$ cat config.mk
export PLATFORM = sky130hd
export DESIGN_NAME = cache_mem_interconnect
export DESIGN_NICKNAME = d
export VERILOG_FILES = /design/src/rtl/cache_mem_interconnect.sv
export SDC_FILE = /design/constraint.sdc
export NUM_CORES = 1
export LEC_CHECK = 0
export ABC_AREA = 1
export CAP_MARGIN = 30
export CORE_MARGIN = 8
export CORE_UTILIZATION = 50
export DETAILED_ROUTE_END_ITERATION = 8
export MAX_ROUTING_LAYER = met4
export PLACE_DENSITY_LB_ADDON = 0.2
export SLEW_MARGIN = 20
export SYNTH_ARGS = -nofsm -noshare
export SYNTH_HDL_FRONTEND = slang
export SYNTH_SLANG_ARGS = --single-unit
$ cat constraint.sdc
create_clock -name clock -period 14.3 [get_ports clock]
set_clock_uncertainty 0.2 [all_clocks]
set_input_delay 2.86 -clock clock [delete_from_list [all_inputs] [get_ports clock]]
set_output_delay 2.86 -clock clock [all_outputs]
set_load 0.02 [all_outputs]
$ cat src/rtl/cache_mem_interconnect.sv
// Round-robin read-burst interconnect: N cache refill masters share one narrow memory port.
// Each wide beat is fetched as RATIO sequential narrow reads and reassembled little-endian.
module cache_mem_interconnect #(
    parameter int N_MASTERS   = 2,
    parameter int MEM_WIDTH   = 32,
    parameter int RATIO       = 2,
    parameter int BURST_WIDTH = 4,
    parameter int ADDR_WIDTH  = 32
) (
    input  logic                             clock,
    input  logic                             reset,
    input  logic [N_MASTERS*ADDR_WIDTH-1:0]  m_address,
    input  logic [N_MASTERS-1:0]             m_read,
    input  logic [N_MASTERS*BURST_WIDTH-1:0] m_burstcount,
    output logic [N_MASTERS-1:0]             m_waitrequest,
    output logic [MEM_WIDTH*RATIO-1:0]       m_readdata,
    output logic [N_MASTERS-1:0]             m_readdatavalid,
    output logic [ADDR_WIDTH-1:0]            mem_address,
    output logic                             mem_read,
    input  logic                             mem_waitrequest,
    input  logic                             mem_readdatavalid,
    input  logic [MEM_WIDTH-1:0]             mem_readdata,
    output logic [1:0]                       dbg_state
);

    localparam int WIDE_W = MEM_WIDTH * RATIO;
    localparam int LG     = $clog2(WIDE_W / 8);
    localparam int SUB_W  = (RATIO > 1) ? $clog2(RATIO) : 1;
    localparam int GW     = (N_MASTERS > 1) ? $clog2(N_MASTERS) : 1;

    localparam logic [ADDR_WIDTH-1:0] STEP       = ADDR_WIDTH'(MEM_WIDTH / 8);
    localparam logic [ADDR_WIDTH-1:0] ALIGN_MASK = ~((ADDR_WIDTH'(1) << LG) - ADDR_WIDTH'(1));
    localparam logic [SUB_W-1:0]      SUB_LAST   = SUB_W'(RATIO - 1);
    localparam logic [GW-1:0]         GRANT_RST  = GW'(N_MASTERS - 1);
    localparam logic [BURST_WIDTH-1:0] ONE_BEAT  = BURST_WIDTH'(1);

    typedef enum logic [1:0] {
        IDLE      = 2'd0,
        ISSUE     = 2'd1,
        WAIT_DATA = 2'd2
    } state_t;

    state_t                 state_q, state_d;
    logic [GW-1:0]          last_grant_q, last_grant_d;
    logic [ADDR_WIDTH-1:0]  addr_q, addr_d;
    logic [BURST_WIDTH-1:0] beats_q, beats_d;
    logic [SUB_W-1:0]       sub_q, sub_d;
    logic [WIDE_W-1:0]      asm_q, asm_d;
    logic [WIDE_W-1:0]      rdata_q, rdata_d;
    logic [N_MASTERS-1:0]   rvalid_q, rvalid_d;
    logic                   mem_read_q, mem_read_d;

    logic                   any_req;
    logic [GW-1:0]          win_idx;
    logic [ADDR_WIDTH-1:0]  sel_addr;
    logic [BURST_WIDTH-1:0] sel_burst;

    // Round-robin search starts one past the last granted master and wraps.
    always_comb begin
        any_req   = 1'b0;
        win_idx   = '0;
        sel_addr  = '0;
        sel_burst = '0;
        for (int k = 1; k <= N_MASTERS; k++) begin
            for (int i = 0; i < N_MASTERS; i++) begin
                if (!any_req && m_read[i] &&
                    ((int'(last_grant_q) + k) % N_MASTERS == i)) begin
                    any_req   = 1'b1;
                    win_idx   = GW'(i);
                    sel_addr  = m_address[i*ADDR_WIDTH +: ADDR_WIDTH];
                    sel_burst = m_burstcount[i*BURST_WIDTH +: BURST_WIDTH];
                end
            end
        end
    end

    // Master handshake: a request is taken in the cycle its m_waitrequest is low,
    // which only happens in IDLE for the arbitration winner; burst data then
    // returns as one m_readdatavalid pulse per wide beat.
    always_comb begin
        m_waitrequest = '1;
        if (!reset && state_q == IDLE && any_req) begin
            m_waitrequest[win_idx] = 1'b0;
        end
    end

    always_comb begin
        state_d      = state_q;
        last_grant_d = last_grant_q;
        addr_d       = addr_q;
        beats_d      = beats_q;
        sub_d        = sub_q;
        asm_d        = asm_q;
        rdata_d      = rdata_q;
        rvalid_d     = '0;
        mem_read_d   = mem_read_q;

        case (state_q)
            IDLE: begin
                if (any_req) begin
                    last_grant_d = win_idx;
                    addr_d       = sel_addr & ALIGN_MASK;
                    beats_d      = sel_burst;
                    sub_d        = '0;
                    if (sel_burst != '0) begin
                        state_d    = ISSUE;
                        mem_read_d = 1'b1;
                    end
                end
            end

            ISSUE: begin
                if (!mem_waitrequest) begin
                    state_d    = WAIT_DATA;
                    mem_read_d = 1'b0;
                    addr_d     = addr_q + STEP;
                end
            end

            WAIT_DATA: begin
                if (mem_readdatavalid) begin
                    for (int j = 0; j < RATIO; j++) begin
                        if (sub_q == SUB_W'(j)) begin
                            asm_d[j*MEM_WIDTH +: MEM_WIDTH] = mem_readdata;
                        end
                    end
                    if (sub_q == SUB_LAST) begin
                        sub_d                  = '0;
                        rdata_d                = asm_d;
                        rvalid_d[last_grant_q] = 1'b1;
                        beats_d                = beats_q - ONE_BEAT;
                        if (beats_q == ONE_BEAT) begin
                            state_d = IDLE;
                        end else begin
                            state_d    = ISSUE;
                            mem_read_d = 1'b1;
                        end
                    end else begin
                        sub_d      = sub_q + 1'b1;
                        state_d    = ISSUE;
                        mem_read_d = 1'b1;
                    end
                end
            end

            default: begin
                state_d    = IDLE;
                mem_read_d = 1'b0;
            end
        endcase
    end

    always_ff @(posedge clock or posedge reset) begin
        if (reset) begin
            state_q      <= IDLE;
            last_grant_q <= GRANT_RST;
            addr_q       <= '0;
            beats_q      <= '0;
            sub_q        <= '0;
            asm_q        <= '0;
            rdata_q      <= '0;
            rvalid_q     <= '0;
            mem_read_q   <= 1'b0;
        end else begin
            state_q      <= state_d;
            last_grant_q <= last_grant_d;
            addr_q       <= addr_d;
            beats_q      <= beats_d;
            sub_q        <= sub_d;
            asm_q        <= asm_d;
            rdata_q      <= rdata_d;
            rvalid_q     <= rvalid_d;
            mem_read_q   <= mem_read_d;
        end
    end

    assign m_readdata      = rdata_q;
    assign m_readdatavalid = rvalid_q;
    assign mem_address     = addr_q;
    assign mem_read        = mem_read_q;
    assign dbg_state       = state_q;

endmodule

### Word-level counts from Yosys, hierarchy flattened

Cells that the tools add are included.

| storage, ports and cells | value |
|---|---|
| flip-flop bits (word level) | 171 |
| logic and storage cells | 111 |
| input bits | 110 |

| cells by class | value |
|---|---|
| equality and inequality tests | 11 |
| $lt $le $gt $ge | 4 |
| reductions and logical operators | 29 |
| mux-type cells | 50 |
| add/subtract/negate cells | 5 |
| bitwise gates (word level) | 3 |

Operators by type and width:

| kind | count |
|---|---|
| $mux W32 | 8 |
| $logic_not A32 Y1 | 2 |
| $pmux W32 S2 | 1 |
| $add A32 B3 Y32 const B | 1 |
| $mux W4 | 7 |
| $mux W1 | 19 |
| $mux W2 | 9 |
| $logic_and A1 B1 Y1 | 11 |
| $reduce_and A3 Y1 | 3 |
| $ne A2 B2 Y1 const B | 4 |
| $pmux W4 S2 | 1 |
| $reduce_and A4 Y1 | 2 |
| $eq A2 B2 Y1 const B | 3 |
| $pmux W2 S3 | 1 |
| $reduce_and A5 Y1 | 1 |
| $eq A4 B1 Y1 const B | 1 |
| $logic_not A1 Y1 | 4 |
| $lt A1 B2 Y1 const B | 2 |
| $reduce_and A2 Y1 | 2 |
| $reduce_bool A2 Y1 | 2 |
| $reduce_bool A4 Y1 | 1 |
| $sub A4 B1 Y4 const B | 1 |
| $add A1 B1 Y1 const B | 3 |
| $ne A3 B3 Y1 const B | 1 |
| other kinds (9) | 12 |

### Depth between registers and ports, before layout

Gate-level depths: netlist (run 1).

| logic depth | value |
|---|---|
| depth after elaboration | 23 |
| depth in mapped cells | 12 |
| depth with buffers taken out | 11 |

### Worst setup path before layout (run 1)

OpenSTA, ideal clock, no wires.

| timing | value |
|---|---|
| path kind | input to output |
| start | input reset |
| end | output m_waitrequest[0] |
| data arrival time | 6511 ps |
| required time | 11240 ps |
| setup slack | 4729 ps |
| buffers on the path | 0 |
| stages on the path | 2 |
| cells stage by stage | inv_1 -> nand3_1 |

| on the way | value |
|---|---|
| word-level cells in the longest chain between the ends | 4 |

RTL lines:

| element | line | RTL |
|---|---|---|
| from (decl) | 11 | `input logic reset,` |
| $logic_not A1 Y1 (no line) | -- |  |
| $logic_and A1 B1 Y1 (2 in a row) | 82 | `if (!reset && state_q == IDLE && any_req) begin` |
| $mux W2 | 82 |  |
| to (decl) | 15 | `output logic [N_MASTERS-1:0] m_waitrequest,` |

No other way between the ends.

### Worst setup path in the final report (run 1)

| timing | value |
|---|---|
| start | input m_read[0] |
| end | output m_waitrequest[1] |

| on the way | value |
|---|---|
| word-level cells in the longest chain between the ends | 20 |

RTL lines:

| element | line | RTL |
|---|---|---|
| from (decl) | 13 | `input logic [N_MASTERS-1:0] m_read,` |
| $logic_and A1 B1 Y1 | 66 | `if (!any_req && m_read[i] &&` |
| $mux W1 | 66 |  |
| $logic_not A1 Y1 | 66 |  |
| $logic_and A1 B1 Y1 (2 in a row) | 66 |  |
| $mux W1 | 66 |  |
| $logic_not A1 Y1 | 66 |  |
| $logic_and A1 B1 Y1 (2 in a row) | 66 |  |
| $mux W1 | 66 |  |
| $logic_not A1 Y1 | 66 |  |
| $logic_and A1 B1 Y1 (2 in a row) | 66 |  |
| $mux W1 | 66 |  |
| $lt A1 B2 Y1 (not written as such) or $ge A1 B1 Y1 (tied branches) | 83 | `m_waitrequest[win_idx] = 1'b0;` |
| $logic_and A1 B1 Y1 (not written as such) | 83 |  |
| $mux W1 (not written as such) | 83 |  |
| $demux W1 S1 | 83 |  |
| $not A2 Y2 (no line) | -- |  |
| $mux W2 * | 82 |  |

Every way passes the cells marked *; elsewhere a longest branch is shown, timed or not.

==> summary.md, run 1 <==
| Metric | Value |
|---|---|
| Run status | `finished, final reports clean` |
| Peak VDD IR | `0.116 mV` |
| Top post-synthesis cells by count | `nand2_1, dfrtp_1, nor2_1, inv_1, a21oi_1` |
| Worst EP required | `11240 ps` |
| Fin Setup TNS | `0 ps` |
| Critical Path Start Type | `primary input` |
| DRC errors left | `0` |
| Total grt overflow | `0` |
| Top-count cell post-synth | `nand2_1` |
| Initial antenna violation count | `0` |
| Starting Density | `around half` |
| Top cell type's share of synthesized area | `49.4%` |
| Worst setup startpoint | `m_read[0]` |
| Layout cells sized above 1 | `5.23%` |
| Mux share of post-synthesis cell area | `0.491%` |
| Mapped Area | `6880 sq um` |
| WP data arrival | `4690 ps` |
| Maximum net fanout on the critical path | `34` |
| Slowest-stage cell, CP | `clkdlybuf4s50_1` |
| Worst path max stage delay | `570 ps` |
| Hold buffers post-CTS | `0` |
| Yosys warns | `0` |
| Max Slew Vio Count | `0` |
| Layout Cells excl Fill | `1328` |
| Leak | `4.70 nW` |
| Postcts setup bufs | `0` |
| GP Congestion | `1.01` |
| Reg2reg start | `dbg_state[1]$_DFFE_PP0P_` |
| Nets | `between 1000 and 1500` |
| Register area share after synthesis | `between 40% and 50%` |
| Clock buffer count from CTS | `17` |
| Clock-pin slew on the worst setup and hold paths | `60 ps` |
| P&R area growth vs syn | `39.0%` |
| Fin crit period | `7750 ps` |
| Worst-path cell chain | `clkdlybuf4s50_1, nand2_1, nand2_1, inv_2, nand3_1, clkdlybuf4s50_1` |
| Power Density | `219 nW/um^2` |
| Root buffer cell | `clkbuf_16` |
| Placed instance count | `1295` |
| First-pass GRT wire length | `between 30000 and 40000 um` |
| Synth Area in Compound Gates | `under 10%` |
| Row count | `43` |
| Main synth FF type | `dfrtp_1` |
| Std-Cell Core Area | `13700 sq um` |
| Clock Latency Late Sink | `410 ps` |
| CTS tree | `yes` |
| Crit Path Class | `primary input to output pin` |
| Post-synthesis adder-cell area fraction | `less than 1%` |
| N_diodes | `0` |
| Peak Freq | `0.129 GHz` |
| Cell variety after synth | `31` |
| Crit Reg-Reg Endpoint | `mem_address[4]$_DFFE_PP0P_` |
| Full die area | `around 18000 sq um` |
| DP Wirelength | `13900 um` |
| Area contributors post-synth | `dfrtp_1, nand2_1, nor2_1` |
| # resized after CTS | `0` |
| WL per Instance | `14.6 um` |
| Clock buffer depth | `2` |
| Largest net degree at the start of global routing | `97` |
| Post-synth EDFFs | `0` |
| Total global routing track utilization | `22.4%` |
| Setup Viol. Count Final | `0` |
| Via count | `6562` |
| PortBufs | `about 200` |
| Horiz. Die Dim | `133 um` |
| Number of H-tree levels | `4` |
| Synth Area in Simple Gates | `31.0%` |
| Die height | `around 130 um` |
| Antenna Violating Nets Remaining | `0` |
| Post-Synthesis Cells | `946` |
| Yosys reg bits | `137` |
| MaxCap Viol Count | `0` |
| R2R depth | `8` |
| Detailed Routing Iterations Pass 1 | `5` |
| End of the critical path | `m_waitrequest[1]` |
| Vias in the first global route | `6364` |
| Total Wirelength | `around 19000 um` |
| Flop2flop setup slack | `roughly 11000 ps` |
| Clk sink count | `between 100 and 150` |
| Final Hold Viols | `0` |
| Async set or reset register ratio after synthesis | `between 90% and 100%` |
| Largest family of logic cells by synthesized area | `simple AND/OR/NAND/NOR gates` |
| Final worst-path cycle share | `54.2%` |
| Slew HR | `39.8%` |
| Avg Vias per Cell | `4.94` |
| Post-synthesis xor/xnor area fraction | `1.15%` |
| Mean area per synthesized cell | `7.28 sq um` |
| Tightest Pin Transition | `approximately 900 ps` |
| Hold WC Path Type | `register to register` |
| RSZ-0062 raised after global routing | `false` |
| Post-synth top area cell | `dfrtp_1` |
| Top Ports | `213` |
| Iter 0 DRT Violations | `430` |
| Setup crit end kind | `output pin` |
## metrics by stage
step	setup slack, ps	power [mW]	hold WS, ps	util (%)	area [sq um]
2_1_floorplan	4730	1.29	236	-	6890
3_3_place_gp	6540	1.69	244	65.6	8960
3_5_place_dp	6520	1.71	247	65.8	8990
4_1_cts	6520	2.12	262	69.7	9520
5_1_grt	6420	2.25	301	70.0	9570
6_report	6550	2.10	260	70.0	9570
## worst min-delay path by stage
| stage | startpoint | to | depth (start not counted) |
|---|---|---|---|
| final | asm_q[29]$_DFFE_PP0P_ | m_readdata[29]$_DFFE_PP0P_ | 2 |
| after global routing | m_readdata[31]$_DFFE_PP0P_ | m_readdata[31]$_DFFE_PP0P_ | 2 |
| after CTS | asm_q[29]$_DFFE_PP0P_ | m_readdata[29]$_DFFE_PP0P_ | 2 |
| after detailed placement | asm_q[29]$_DFFE_PP0P_ | m_readdata[29]$_DFFE_PP0P_ | 2 |
| after global placement | asm_q[29]$_DFFE_PP0P_ | m_readdata[29]$_DFFE_PP0P_ | 2 |
| after floorplan | asm_q[27]$_DFFE_PP0P_ | m_readdata[27]$_DFFE_PP0P_ | 2 |
## kinds of logic (layout without fill, tap and decap cells)
| family | Yosys count | after routing |
|---|---|---|
| simple gates | 547 | 547 |
| flops | 137 | 137 |
| buf+inv | 128 | 329 |
| compound gates | 118 | 118 |
| xor+xnor | 9 | 9 |
| fa+ha+maj | 3 | 3 |
| mux | 3 | 3 |
| other cells | 1 | 2 |
## worst max-delay path, delay by kind of cell
family | cells | cell delay, ps
buffers and inverters | 3 | 1490
AND/OR/NAND/NOR | 3 | 340
## registers in the layout, indices dropped and copies added, names as in the netlist, 2 cells and up
register,flops
m_readdata,64
asm_q,32
mem_address,30
beats_q,4
dbg_state,2
m_readdatavalid,2
## cell type report
class / instances / area, sq um
clock buffers: 21 / 460
well taps: 180 / 225
fillers: 1131 / 4100
clock inverters: 10 / 70.1
repair buffers: 210 / 2140
flip-flops and latches: 137 / 3430
inverters: 88 / 335
multi-input cells: 682 / 2910
## layout by cell type (no fill, tap or decap), drive strengths merged, types with 3 or more instances in the layout
cell	n
o21ai	55
mux2	3
xnor2	3
clkinv	4
a21oi	59
clkinvlp	5
clkdlybuf4s50	204
xor2	6
inv	89
clkbuf	21
ha	3
nand3	30
nor2	110
nor3	3
nand2	399
dfrtp	136
buf	6
## metal layers
metal	track usage, %	share of wire (%)	vias to the layer above
met3	6.51	6.2	41
met1	24.8	42	3026
li1	-	-	3308
met4	10.3	3.0	0
met2	36.7	49	187
met5	-	0	-
## where the power goes
group          switching [mW]  total [mW]  internal (mW)
Clock                   0.163       0.392          0.230
Sequential              0.139       0.711          0.572
Combinational           0.573       0.996          0.423
No activity file was read; power rests on OpenSTA's default activity.
==> inputs of run 2 (changes only) <==
--- a/config.mk
+++ b/config.mk
@@ -8,7 +8,7 @@
 export ABC_AREA = 1
 export CAP_MARGIN = 30
 export CORE_MARGIN = 8
-export CORE_UTILIZATION = 50
+export CORE_UTILIZATION = 42
 export DETAILED_ROUTE_END_ITERATION = 8
 export MAX_ROUTING_LAYER = met4
 export PLACE_DENSITY_LB_ADDON = 0.2
==> constraint.sdc (replaced) <==
create_clock -name clock -period 6.5 [get_ports clock]
set_clock_uncertainty 0.2 [all_clocks]
set_input_delay 1.3 -clock clock [delete_from_list [all_inputs] [get_ports clock]]
set_output_delay 1.3 -clock clock [all_outputs]
set_load 0.02 [all_outputs]
==> summary.md, run 2 (synthesis gave the netlist of run 1 again) <==
| Metric | Value |
|---|---|
| DP Wirelength | `14900 um (was 13900 um)` |
| Total grt overflow | `0 (unchanged)` |
| MaxCap Viol Count | `0 (unchanged)` |
| DRC errors left | `0 (unchanged)` |
| RSZ-0062 raised after global routing | `false (unchanged)` |
| Top Ports | `213 (unchanged)` |
| Fin area | `9670 sq um (was 9570 sq um)` |
| Logic pwr share | `46.6% (was 47.4%)` |
| Hold buffers post-CTS | `0 (unchanged)` |
| Critical Path Start Type | `primary input (unchanged)` |
| Power Density | `492 nW/um^2 (was 219 nW/um^2)` |
| Worst path max stage delay | `590 ps (was 570 ps)` |
| NetSw | `1.99 mW (was 0.875 mW)` |
| Layout cells sized above 1 | `5.48% (was 5.23%)` |
| PnR worst setup slack | `1810 ps (was 6550 ps)` |
| Full die area | `20700 sq um (was 17800 sq um)` |
| Sequential share of power | `33.0% (was 33.9%)` |
| Avg Vias per Cell | `4.68 (was 4.94)` |
| Final Hold Viols | `0 (unchanged)` |
| Clock buffer count from CTS | `17 (unchanged)` |
| Die height | `144 um (was 133 um)` |
| Initial antenna violation count | `1 (was 0)` |
| # resized after CTS | `0 (unchanged)` |
| FF/Latch Area | `3430 sq um (unchanged)` |
| Clk sink count | `137 (unchanged)` |
| Peak VDD IR | `0.261 mV (was 0.116 mV)` |
| Gr busiest metal | `met2 (unchanged)` |
| CP Depth | `6 (unchanged)` |
| WP data arrival | `3190 ps (was 4690 ps)` |
| Hold WC Path Type | `register to register (unchanged)` |
| Setup crit end kind | `output pin (unchanged)` |
| PnR Total Power | `4.75 mW (was 2.10 mW)` |
| WL per Instance | `15.1 um (was 14.6 um)` |
| Nets | `1249 (unchanged)` |
| Met3 usage | `5.35% (was 6.51%)` |
| Leading cell types in the layout, fill and taps excluded | `nand2_1, clkdlybuf4s50_1, dfrtp_1 (unchanged)` |
| Clock-pin slew on the worst setup and hold paths | `60 ps (about the same)` |
| Crit Path Class | `primary input to output pin (unchanged)` |
| Layout Cells excl Fill | `1370 (was 1328)` |
| Placed instance count | `1337 (was 1295)` |
| Antenna Violating Nets Remaining | `0 (unchanged)` |
| Detailed Routing Iterations Pass 1 | `4 (was 5)` |
| Area occupied by multi-input gates | `2910 sq um (unchanged)` |
| M2 GR Usage | `34.8% (was 36.7%)` |
| Starting Density | `42.3% (was 50.4%)` |
| Worst EP required | `5000 ps (was 11240 ps)` |
| Clock Latency Late Sink | `420 ps (was 410 ps)` |
| Row count | `47 (was 43)` |
| Number of H-tree levels | `4 (unchanged)` |
| Sw frac | `41.9% (was 41.7%)` |
| Leak | `4.73 nW (was 4.70 nW)` |
| Slew HR | `39.0% (was 39.8%)` |
| # fillers | `1528 (was 1131)` |
| Horiz. Die Dim | `144 um (was 133 um)` |
| CP delay by family, top | `buffers and inverters (unchanged)` |
| CP Buf/Inv Count | `3 (unchanged)` |
| Total Wirelength | `20600 um (was 19400 um)` |
| Clock power frac | `20.4% (was 18.7%)` |
| P&R area growth vs syn | `40.5% (was 39.0%)` |
| R2R depth | `7 (was 8)` |
| Max Slew Vio Count | `0 (unchanged)` |
| Via count | `6415 (was 6562)` |
| Number of flip-flops in the largest register | `64 (unchanged)` |
| WHS Path Cells | `2 (unchanged)` |
| Peak Freq | `about 0.21 GHz` |
| Vias in the first global route | `6513 (was 6364)` |
| Worst-path cell chain | `clkdlybuf4s50_1, nand2_1, nand2_1, inv_2, nand3_1, clkdlybuf4s50_1 (unchanged)` |
| Run status | `finished, final reports clean (unchanged)` |
| Fin crit period | `4690 ps` |
| Iter 0 DRT Violations | `364 (was 430)` |
| GP Congestion | `0.929 (was 1.01)` |
| Root buffer cell | `clkbuf_16 (unchanged)` |
| Placed Area | `9080 sq um (was 8990 sq um)` |
| Commonest non-fill, non-tap cell in the layout | `nand2_1 (unchanged)` |
| Met1 Usage GRT | `24.3% (was 24.8%)` |
| Fin Setup TNS | `0 ps (unchanged)` |
| Placement Setup Slack | `1790 ps (was 6520 ps)` |
| Tightest Pin Transition | `912 ps (was 904 ps)` |
| Clock buffer depth | `2 (unchanged)` |
| CTS tree | `yes (unchanged)` |
| Largest net degree at the start of global routing | `96 (was 97)` |
| Final worst-path cycle share | `72.2%` |
| Postcts setup bufs | `0 (unchanged)` |
| Setup Viol. Count Final | `0 (unchanged)` |
| Std-Cell Core Area | `16300 sq um (was 13700 sq um)` |
| PortBufs | `204 (unchanged)` |
| Total global routing track utilization | `21.1% (was 22.4%)` |
| First-pass GRT wire length | `32900 um (was 31200 um)` |
| Maximum net fanout on the critical path | `34 (unchanged)` |
| P_int | `2.76 mW (was 1.22 mW)` |
| Slowest-stage cell, CP | `clkdlybuf4s50_1 (unchanged)` |
run 2: changes by cell type in the layout (fill, tap and decap cells not counted), sizes merged:
cell    previous run  this run
bufinv             0         2
clkbuf            21        18
clkinv             4         2
diode              0         1
inv               89        93
run 2: worst paths after layout:
kind | startpoint | endpoint | slack (ps)
max | m_read[0] | m_waitrequest[1] | 1810
min | asm_q[30]$_DFFE_PP0P_ | m_readdata[30]$_DFFE_PP0P_ | 260
max reg2reg | dbg_state[1]$_DFFE_PP0P_ | mem_address[4]$_DFFE_PP0P_ | 3340
min reg2reg | asm_q[30]$_DFFE_PP0P_ | m_readdata[30]$_DFFE_PP0P_ | 260
max in group asynchronous | reset | m_readdata[25]$_DFFE_PP0P_ | 3540
min in group asynchronous | reset | m_readdata[19]$_DFFE_PP0P_ | 940
run 2: cell type report:
| class | instances | share of cell area [%] |
|---|---|---|
| Antenna cell | 1 | 0.0259 |
| Clock buffer | 18 | 4.44 |
| Clock inverter | 14 | 1.67 |
| Inverter | 88 | 3.48 |
| Multi-Input combinational cell | 682 | 30.1 |
| Sequential cell | 137 | 35.5 |
| Tap cell | 220 | 2.85 |
| Timing Repair Buffer | 210 | 22.0 |
run 2: power groups by stage:
stage          Sequential [mW]  Clock, mW  Combinational (mW)
2_1_floorplan             1.86          0               0.974
3_3_place_gp              1.57          0                2.18
3_5_place_dp              1.57          0                2.23
4_1_cts                   1.57      0.988                2.24
5_1_grt                   1.62       1.02                2.45
6_report                  1.57      0.971                2.21
run 2: tightest hold or removal path, delay by kind of cell, from the launching register on:
family	cells	cell delay, ps
flops	1	330
simple gates	2	100
run 2: routing by layer:
metal  up-vias  wire length, um
li1       3294                -
met1      2937             8770
met2       155            10200
met3        29             1220
met4         0              403
met5         -                0
run 2: through the flow:
stage,hold slack [ps],utilization (%)
2_1_floorplan,236,-
3_3_place_gp,246,55.4
3_5_place_dp,261,55.7
4_1_cts,268,59.3
5_1_grt,290,59.4
6_report,263,59.4
